[src/rtl/fetch_stage.sv]
// Instruction-fetch stage with IF/ID pipeline register.
// Owns the PC, drives the icache iREN/iaddr request, accepts ihit/iload,
// and parks a fetched word in a one-entry skid buffer while IF/ID cannot
// accept it. Hazard controls and the branch/jump redirect come from
// downstream. Priority each cycle: nRST > redirect > flush > stall > load.
module fetch_stage #(
  parameter int                WORD_W   = 32,
  parameter logic [WORD_W-1:0] PC_RESET = 32'h0000_0000
) (
  input  logic              CLK,
  input  logic              nRST,
  input  logic              pc_en,
  input  logic              stall_ifid,
  input  logic              flush_ifid,
  input  logic              redirect_valid,
  input  logic [WORD_W-1:0] redirect_pc,
  output logic              iREN,
  output logic [WORD_W-1:0] iaddr,
  input  logic              ihit,
  input  logic [WORD_W-1:0] iload,
  output logic              ifid_valid,
  output logic [WORD_W-1:0] ifid_instr,
  output logic [WORD_W-1:0] ifid_pc,
  output logic [WORD_W-1:0] ifid_npc,
  output logic [WORD_W-1:0] fetch_cnt
);

  // RUN: request outstanding at r_pc. HOLD: fetched word parked in skid buffer.
  typedef enum logic {
    ST_RUN  = 1'b0,
    ST_HOLD = 1'b1
  } state_t;

  localparam logic [WORD_W-1:0] PC_STEP = WORD_W'(4);

  state_t            r_state;
  logic [WORD_W-1:0] r_pc;
  logic [WORD_W-1:0] r_skid_instr;
  logic [WORD_W-1:0] r_skid_pc;
  logic              r_ifid_valid;
  logic [WORD_W-1:0] r_ifid_instr;
  logic [WORD_W-1:0] r_ifid_pc;
  logic [WORD_W-1:0] r_ifid_npc;
  logic [WORD_W-1:0] r_fetch_cnt;

  state_t            w_state_nxt;
  logic [WORD_W-1:0] w_pc_nxt;
  logic              w_skid_load;
  logic              w_ifid_valid_nxt;
  logic [WORD_W-1:0] w_ifid_instr_nxt;
  logic [WORD_W-1:0] w_ifid_pc_nxt;
  logic [WORD_W-1:0] w_ifid_npc_nxt;
  logic [WORD_W-1:0] w_fetch_cnt_nxt;
  logic              w_adv;
  logic [WORD_W-1:0] w_pc_plus4;
  logic [WORD_W-1:0] w_skid_pc_plus4;

  assign w_adv           = pc_en & ~stall_ifid & ~flush_ifid;
  assign w_pc_plus4      = r_pc + PC_STEP;
  assign w_skid_pc_plus4 = r_skid_pc + PC_STEP;

  // Icache request is derived only from registered state, so iaddr moves on edges.
  assign iREN  = (r_state == ST_RUN);
  assign iaddr = r_pc;

  assign ifid_valid = r_ifid_valid;
  assign ifid_instr = r_ifid_instr;
  assign ifid_pc    = r_ifid_pc;
  assign ifid_npc   = r_ifid_npc;
  assign fetch_cnt  = r_fetch_cnt;

  // Next-state, PC, skid-capture and IF/ID selection in priority order.
  always_comb begin
    // NOTE: every output of this block gets a default here so no path infers a latch.
    w_state_nxt      = r_state;
    w_pc_nxt         = r_pc;
    w_skid_load      = 1'b0;
    w_ifid_valid_nxt = r_ifid_valid;
    w_ifid_instr_nxt = r_ifid_instr;
    w_ifid_pc_nxt    = r_ifid_pc;
    w_ifid_npc_nxt   = r_ifid_npc;
    w_fetch_cnt_nxt  = r_fetch_cnt;

    if (redirect_valid) begin
      // Redirect wins: drop any in-flight word and any parked word.
      w_pc_nxt    = {redirect_pc[WORD_W-1:2], 2'b00};
      w_state_nxt = ST_RUN;
      if (!(stall_ifid && !flush_ifid)) begin
        w_ifid_valid_nxt = 1'b0;
        w_ifid_instr_nxt = '0;
        w_ifid_pc_nxt    = '0;
        w_ifid_npc_nxt   = '0;
      end
    end else if (flush_ifid) begin
      // Bubble into IF/ID; a RUN hit is dropped and refetched, HOLD keeps its buffer.
      w_ifid_valid_nxt = 1'b0;
      w_ifid_instr_nxt = '0;
      w_ifid_pc_nxt    = '0;
      w_ifid_npc_nxt   = '0;
    end else if (stall_ifid) begin
      // IF/ID holds; a word arriving now is parked so it is not lost.
      if (r_state == ST_RUN && ihit) begin
        w_skid_load = 1'b1;
        w_state_nxt = ST_HOLD;
      end
    end else if (r_state == ST_RUN) begin
      if (ihit && pc_en) begin
        w_ifid_valid_nxt = 1'b1;
        w_ifid_instr_nxt = iload;
        w_ifid_pc_nxt    = r_pc;
        w_ifid_npc_nxt   = w_pc_plus4;
        w_pc_nxt         = w_pc_plus4;
        w_fetch_cnt_nxt  = r_fetch_cnt + WORD_W'(1);
      end else begin
        // Either no hit yet, or a hit while the PC is frozen (parked for later).
        if (ihit) begin
          w_skid_load = 1'b1;
          w_state_nxt = ST_HOLD;
        end
        w_ifid_valid_nxt = 1'b0;
        w_ifid_instr_nxt = '0;
        w_ifid_pc_nxt    = '0;
        w_ifid_npc_nxt   = '0;
      end
    end else begin
      // HOLD with no flush/stall: deliver the parked word once the PC may advance.
      if (w_adv) begin
        w_ifid_valid_nxt = 1'b1;
        w_ifid_instr_nxt = r_skid_instr;
        w_ifid_pc_nxt    = r_skid_pc;
        w_ifid_npc_nxt   = w_skid_pc_plus4;
        w_pc_nxt         = w_skid_pc_plus4;
        w_state_nxt      = ST_RUN;
        w_fetch_cnt_nxt  = r_fetch_cnt + WORD_W'(1);
      end else begin
        w_ifid_valid_nxt = 1'b0;
        w_ifid_instr_nxt = '0;
        w_ifid_pc_nxt    = '0;
        w_ifid_npc_nxt   = '0;
      end
    end
  end

  // Control state, PC, IF/ID register and counter with synchronous reset.
  always_ff @(posedge CLK) begin
    // NOTE: sequential state uses non-blocking assignments so all registers update together.
    if (!nRST) begin
      r_state      <= ST_RUN;
      r_pc         <= PC_RESET;
      r_ifid_valid <= 1'b0;
      r_ifid_instr <= '0;
      r_ifid_pc    <= '0;
      r_ifid_npc   <= '0;
      r_fetch_cnt  <= '0;
    end else begin
      r_state      <= w_state_nxt;
      r_pc         <= w_pc_nxt;
      r_ifid_valid <= w_ifid_valid_nxt;
      r_ifid_instr <= w_ifid_instr_nxt;
      r_ifid_pc    <= w_ifid_pc_nxt;
      r_ifid_npc   <= w_ifid_npc_nxt;
      r_fetch_cnt  <= w_fetch_cnt_nxt;
    end
  end

  // Skid buffer data capture on a parked hit.
  always_ff @(posedge CLK) begin
    // NOTE: buffer data is not reset; it is only read in HOLD, and reset forces RUN.
    if (w_skid_load && nRST) begin
      r_skid_instr <= iload;
      r_skid_pc    <= r_pc;
    end
  end

endmodule

[config.mk]
export PLATFORM = sky130hd
export DESIGN_NAME = fetch_stage
export DESIGN_NICKNAME = d
export VERILOG_FILES = /design/src/rtl/fetch_stage.sv
export SDC_FILE = /design/constraint.sdc
export NUM_CORES = 1
export LEC_CHECK = 0
export BUFFER_PORTS_ARGS = -buffer_cell sky130_fd_sc_hd__buf_2
export CORE_MARGIN = 2
export CORE_UTILIZATION = 35
export DETAILED_ROUTE_END_ITERATION = 10
export GPL_TIMING_DRIVEN = 0
export HOLD_SLACK_MARGIN = 0.06
export PLACE_DENSITY_LB_ADDON = 0.08
export SLEW_MARGIN = 20
export SYNTH_ARGS = -nofsm -noshare
export SYNTH_HDL_FRONTEND = slang
export SYNTH_SLANG_ARGS = --single-unit
[constraint.sdc]
create_clock -name CLK -period 7 [get_ports CLK]
set_input_delay 1.05 -clock CLK [delete_from_list [all_inputs] [get_ports CLK]]
set_output_delay 1.05 -clock CLK [all_outputs]
set_load 0.02 [all_outputs]
# After elaboration in Yosys (flattened, before gate mapping)
# Cells that the tools add are included.
# classes
addsub	3
eq_ne	7
muxes	46
bitwise_logic	7
reduce_logical	13
# ops
operator	count
$mux 32	28
$add 32x3->32 const B	2
$add 32x1->32 const B	1
$mux 1	18
$ne 2x1->1 const B	4
$reduce_and 4->1	2
$not 1->1	5
$reduce_and 5->1	1
$logic_and 1x1->1	4
$reduce_and 2->1	2
$ne 3x1->1 const B	1
$ne 3x2->1 const B	1
$reduce_bool 3->1	1
$and 1x1->1	2
$ne 2x2->1 const B	1
$reduce_bool 2->1	1
$reduce_or 2->1	1
$logic_not 1->1	1
# totals
regBits	226
input_bits	71
out_inout_bits	162
word_cells	86

# Longest topological paths before layout
# depth
ltp_word	8
depth_mapped	9
ltp_nobuf	7

# Worst setup path before layout
# Ideal clock, no wire load.
# synth_timing
path_kind	in2reg
startpoint	in nRST
endpoint	reg r_skid_instr[0], enable pin
setup_time_ns	0.567
t_arrival_ns	5.840
t_required_ns	6.433
path_slack_ns	0.593
cell_stages	3
path_buffers	1
path_cell_list	clkbuf_1 > nand2_1 > nor3_1
# synth_via
elab_chain_len	1
# synth_rtl
item	line_no	text
start: declaration	11	input logic nRST,
$logic_and 1x1->1	169	if (w_skid_load && nRST) begin
end signal: assignment	170	r_skid_instr <= iload;
end: declaration	38	logic [WORD_W-1:0] r_skid_instr;
# Every way passes these cells.
# A chain may end at the register's enable or synchronous reset.

# Worst setup path in the final report
# layout_timing
startpoint	in ihit
endpoint	reg r_ifid_pc[7] (netlist: ifid_pc[7])
# layout_via
elab_chain_len	6
# layout_rtl
item	line_no	text
start: declaration	19	input logic ihit,
$logic_and 1x1->1	107	if (ihit && pc_en) begin
$mux 32	107	
$mux 32	106	end else if (r_state == ST_RUN) begin
$mux 32	100	end else if (stall_ifid) begin
$mux 32	94	end else if (flush_ifid) begin
$mux 32	84	if (redirect_valid) begin
end signal: assignment	160	r_ifid_pc <= w_ifid_pc_nxt;
end: declaration	42	logic [WORD_W-1:0] r_ifid_pc;
# Every way passes these cells. The select of a mux whose other input is x is not followed.

==> results_dict.tcl <==
set metrics [dict create \
    cts_tree "yes" \
    synthArstFlopShare_pct 0 \
    synth-simple-area-share_pct 18.2 \
    gp_congestion 0.889 \
    num_io_pins 233 \
    grt_setup_unrepaired "false" \
    ys_ff_latch 224 \
    hold_class "flop to flop" \
    maxSlewHeadroom_pct 24.9 \
    port_buffers 229 \
    fin_ws_ns 3.23 \
    drt-vias-per-instance 5.12 \
    synth_edf_count 64 \
    dp_hpwl_um 24100 \
    grt_max_degree 13 \
    clock_path_buffers 3 \
    p_per_area_mw_per_mm2 241 \
    synth_compound_area_share_pct 12.3 \
    die_x_um 172 \
    synth_fa_ha_area_share_pct 0.381 \
    drc 0 \
    slew_violations 0 \
    cts-root-buf "clkbuf_16" \
    ctsHoldBuffers 0 \
    end_kind "flop" \
    drt-initial-drc-count 702 \
    grt_pass1_vias 8415 \
    p_leak_nw 4.95 \
    synth_top_family_by_area "simple AND/OR/NAND/NOR gates" \
    clkSinkCount 224 \
    dp_cells 1658 \
    critPathArrivalTime_ns 4.15 \
    hold_viol_final 0 \
    synthTopCellsByArea "dfxtp_1 32%, edfxtp_1 19%, nor2_1 7.0%" \
    fmax_ghz 0.265 \
    dr.pass1.iters 5 \
    fill_cells 2865 \
    post-route-util_pct 44.8 \
    min_period_ns 3.77 \
    worstPathRequired_ns 7.38 \
    grt_usage_pct 21.7 \
    start_util_pct 35.5 \
    holdWs_ns 0.452 \
    synthDistinctLibCells 57 \
    clk_pin_slew_ns 0.06 \
    cts_resized 0 \
    dpl_worst_slack_ns 2.67 \
    synth_area_leader_cell "dfxtp_1" \
    grt_overflow 0 \
    outcome "completed" \
    synth.avg_cell_area_um2 9.46 \
    worst_pin_slew_ns 1.12 \
    drive_above_1_share_pct 21.9 \
    synthesis.nets 1117 \
    synth_ff_type "dfxtp_1" \
    tns_ns 0 \
    antenna_found_initial 0 \
    vdd_drop_max_v 0.000155 \
    final_nets 1382 \
    n_antenna_cell 0 \
    ant_nets 0 \
    yosys_warnings 0 \
    coreArea_mm2 0.0278 \
    cts_htree_levels 1 \
    routed_wl_um 32900 \
    rows 61 \
    place_area_mm2 0.0116 \
    cts_buffers 26 \
    final_cells 1706 \
    design_area_mm2 0.0124 \
    startpoint_type "input pin" \
    worstSetupPathType "input pin to flop" \
    dieArea_mm2 0.0295 \
    setup_viol 0 \
    crit_fanout 10 \
    yosysTopAreaCellShare_pct 32.5 \
    wl_per_cell_um 19.3 \
    min_period_over_period_pct 53.8 \
    area_delta_synth_final_pct 26.2 \
    finalPower_mw 3.00 \
    yosys.area_share.xor_xnor_pct 7.10 \
    synth.area.mux_share_pct 6.70 \
    cap_violations 0 \
    vias 8737 \
    cts_setup_buffers 0 \
    syn_inst 1043 \
    grt_pass1_wl_um 49200 \
    dieHeight_um 172 \
    clock_latency_ns 0.53 \
    synth_area_mm2 0.00986 \
    seq_area_frac_synth_pct 52.0 \
    final.setup_skew_ns 0.0172 \
]
-- metal layers --
metal	track usage, %	part of all wire, %	up-vias
li1	-	-	4230
met2	33.8	44	312
met5	0	0	-
met3	3.52	6.8	47
met1	31.0	47	4148
met4	5.92	2.0	0
-- layout by cell type, fill, tap and decap left out, types with 22 or more instances in the layout --
master / n
xnor2_1: 38
mux2i_1: 66
buf_2: 233
nand2_1: 73
nand3_1: 39
xor2_1: 42
edfxtp_1: 64
o21ai_0: 22
nor2_1: 185
clkbuf_16: 27
clkbuf_1: 60
dfxtp_1: 160
a21oi_1: 88
a22oi_1: 28
-- final cells by class --
| cell class | instances | area, um^2 | area share [%] |
|---|---|---|---|
| Sequential cell | 224 | 5120 | 41.2 |
| Buffer | 65 | 258 | 2.07 |
| Timing Repair Buffer | 237 | 1220 | 9.78 |
| Inverter | 20 | 75.1 | 0.603 |
| Tap cell | 378 | 473 | 3.80 |
| Clock buffer | 39 | 751 | 6.03 |
| Multi-Input combinational cell | 734 | 4410 | 35.4 |
| Clock inverter | 9 | 141 | 1.14 |
-- final timing paths --
path,from,end,slack (ns),depth (start not counted)
worst max-delay path,ihit,ifid_pc[7],3.23,9
worst max register to register,r_state,ifid_pc[7],3.38,9
worst min register to register,ifid_npc[28],ifid_npc[28],0.45,2
worst min-delay path,ifid_npc[28],ifid_npc[28],0.45,2
-- registers in the layout (all words and copies together) (netlist names), named ones only --
register,cells
ifid_npc,30
ifid_instr,32
iaddr,30
r_skid_instr,32
fetch_cnt,32
ifid_pc,32
r_skid_pc,32
r_state,1
ifid_valid,1
-- report_power, final --
part           total [mW]  internal (mW)  leakage (nW)  switching [mW]
clock                1.42          0.884         0.434           0.537
combinational       0.194         0.0680          2.65           0.126
sequential           1.39           1.35          1.87          0.0314
total                3.00           2.31          4.95           0.695
-- synth_stat cells, drive strengths merged, types with 5 or more instances --
library cell    n
dfxtp         160
nand4          20
o2bb2ai         5
and2            6
o21a            9
nor3           19
and3           17
nor2          185
a22o           11
a21oi          88
nand3          39
edfxtp         64
nand2          73
buf            13
o211ai          9
inv            19
o21ai          23
a22oi          28
mux2i          66
nor4           12
xor2           42
xnor2          38
clkbuf         52
-- cells by family (layout without fill, tap and decap cells) --
family / Yosys count / count (layout)
AO/OA/AOI/OAI: 194 / 194
XOR/XNOR: 80 / 80
adder cells (fa/ha/maj): 3 / 3
buffers and inverters: 85 / 370
flip-flops: 224 / 224
multiplexers: 66 / 66
AND/OR/NAND/NOR: 391 / 391
-- critical path, stage by stage --
cell	delay, ns
buf_2	0.13
o21ai_0	0.79
or2_2	0.24
clkbuf_1	0.35
clkbuf_1	0.63
buf_1	0.61
nor2_1	0.14
a21oi_1	0.15
nor2_1	0.05
No activity file was read; power rests on OpenSTA's default activity.
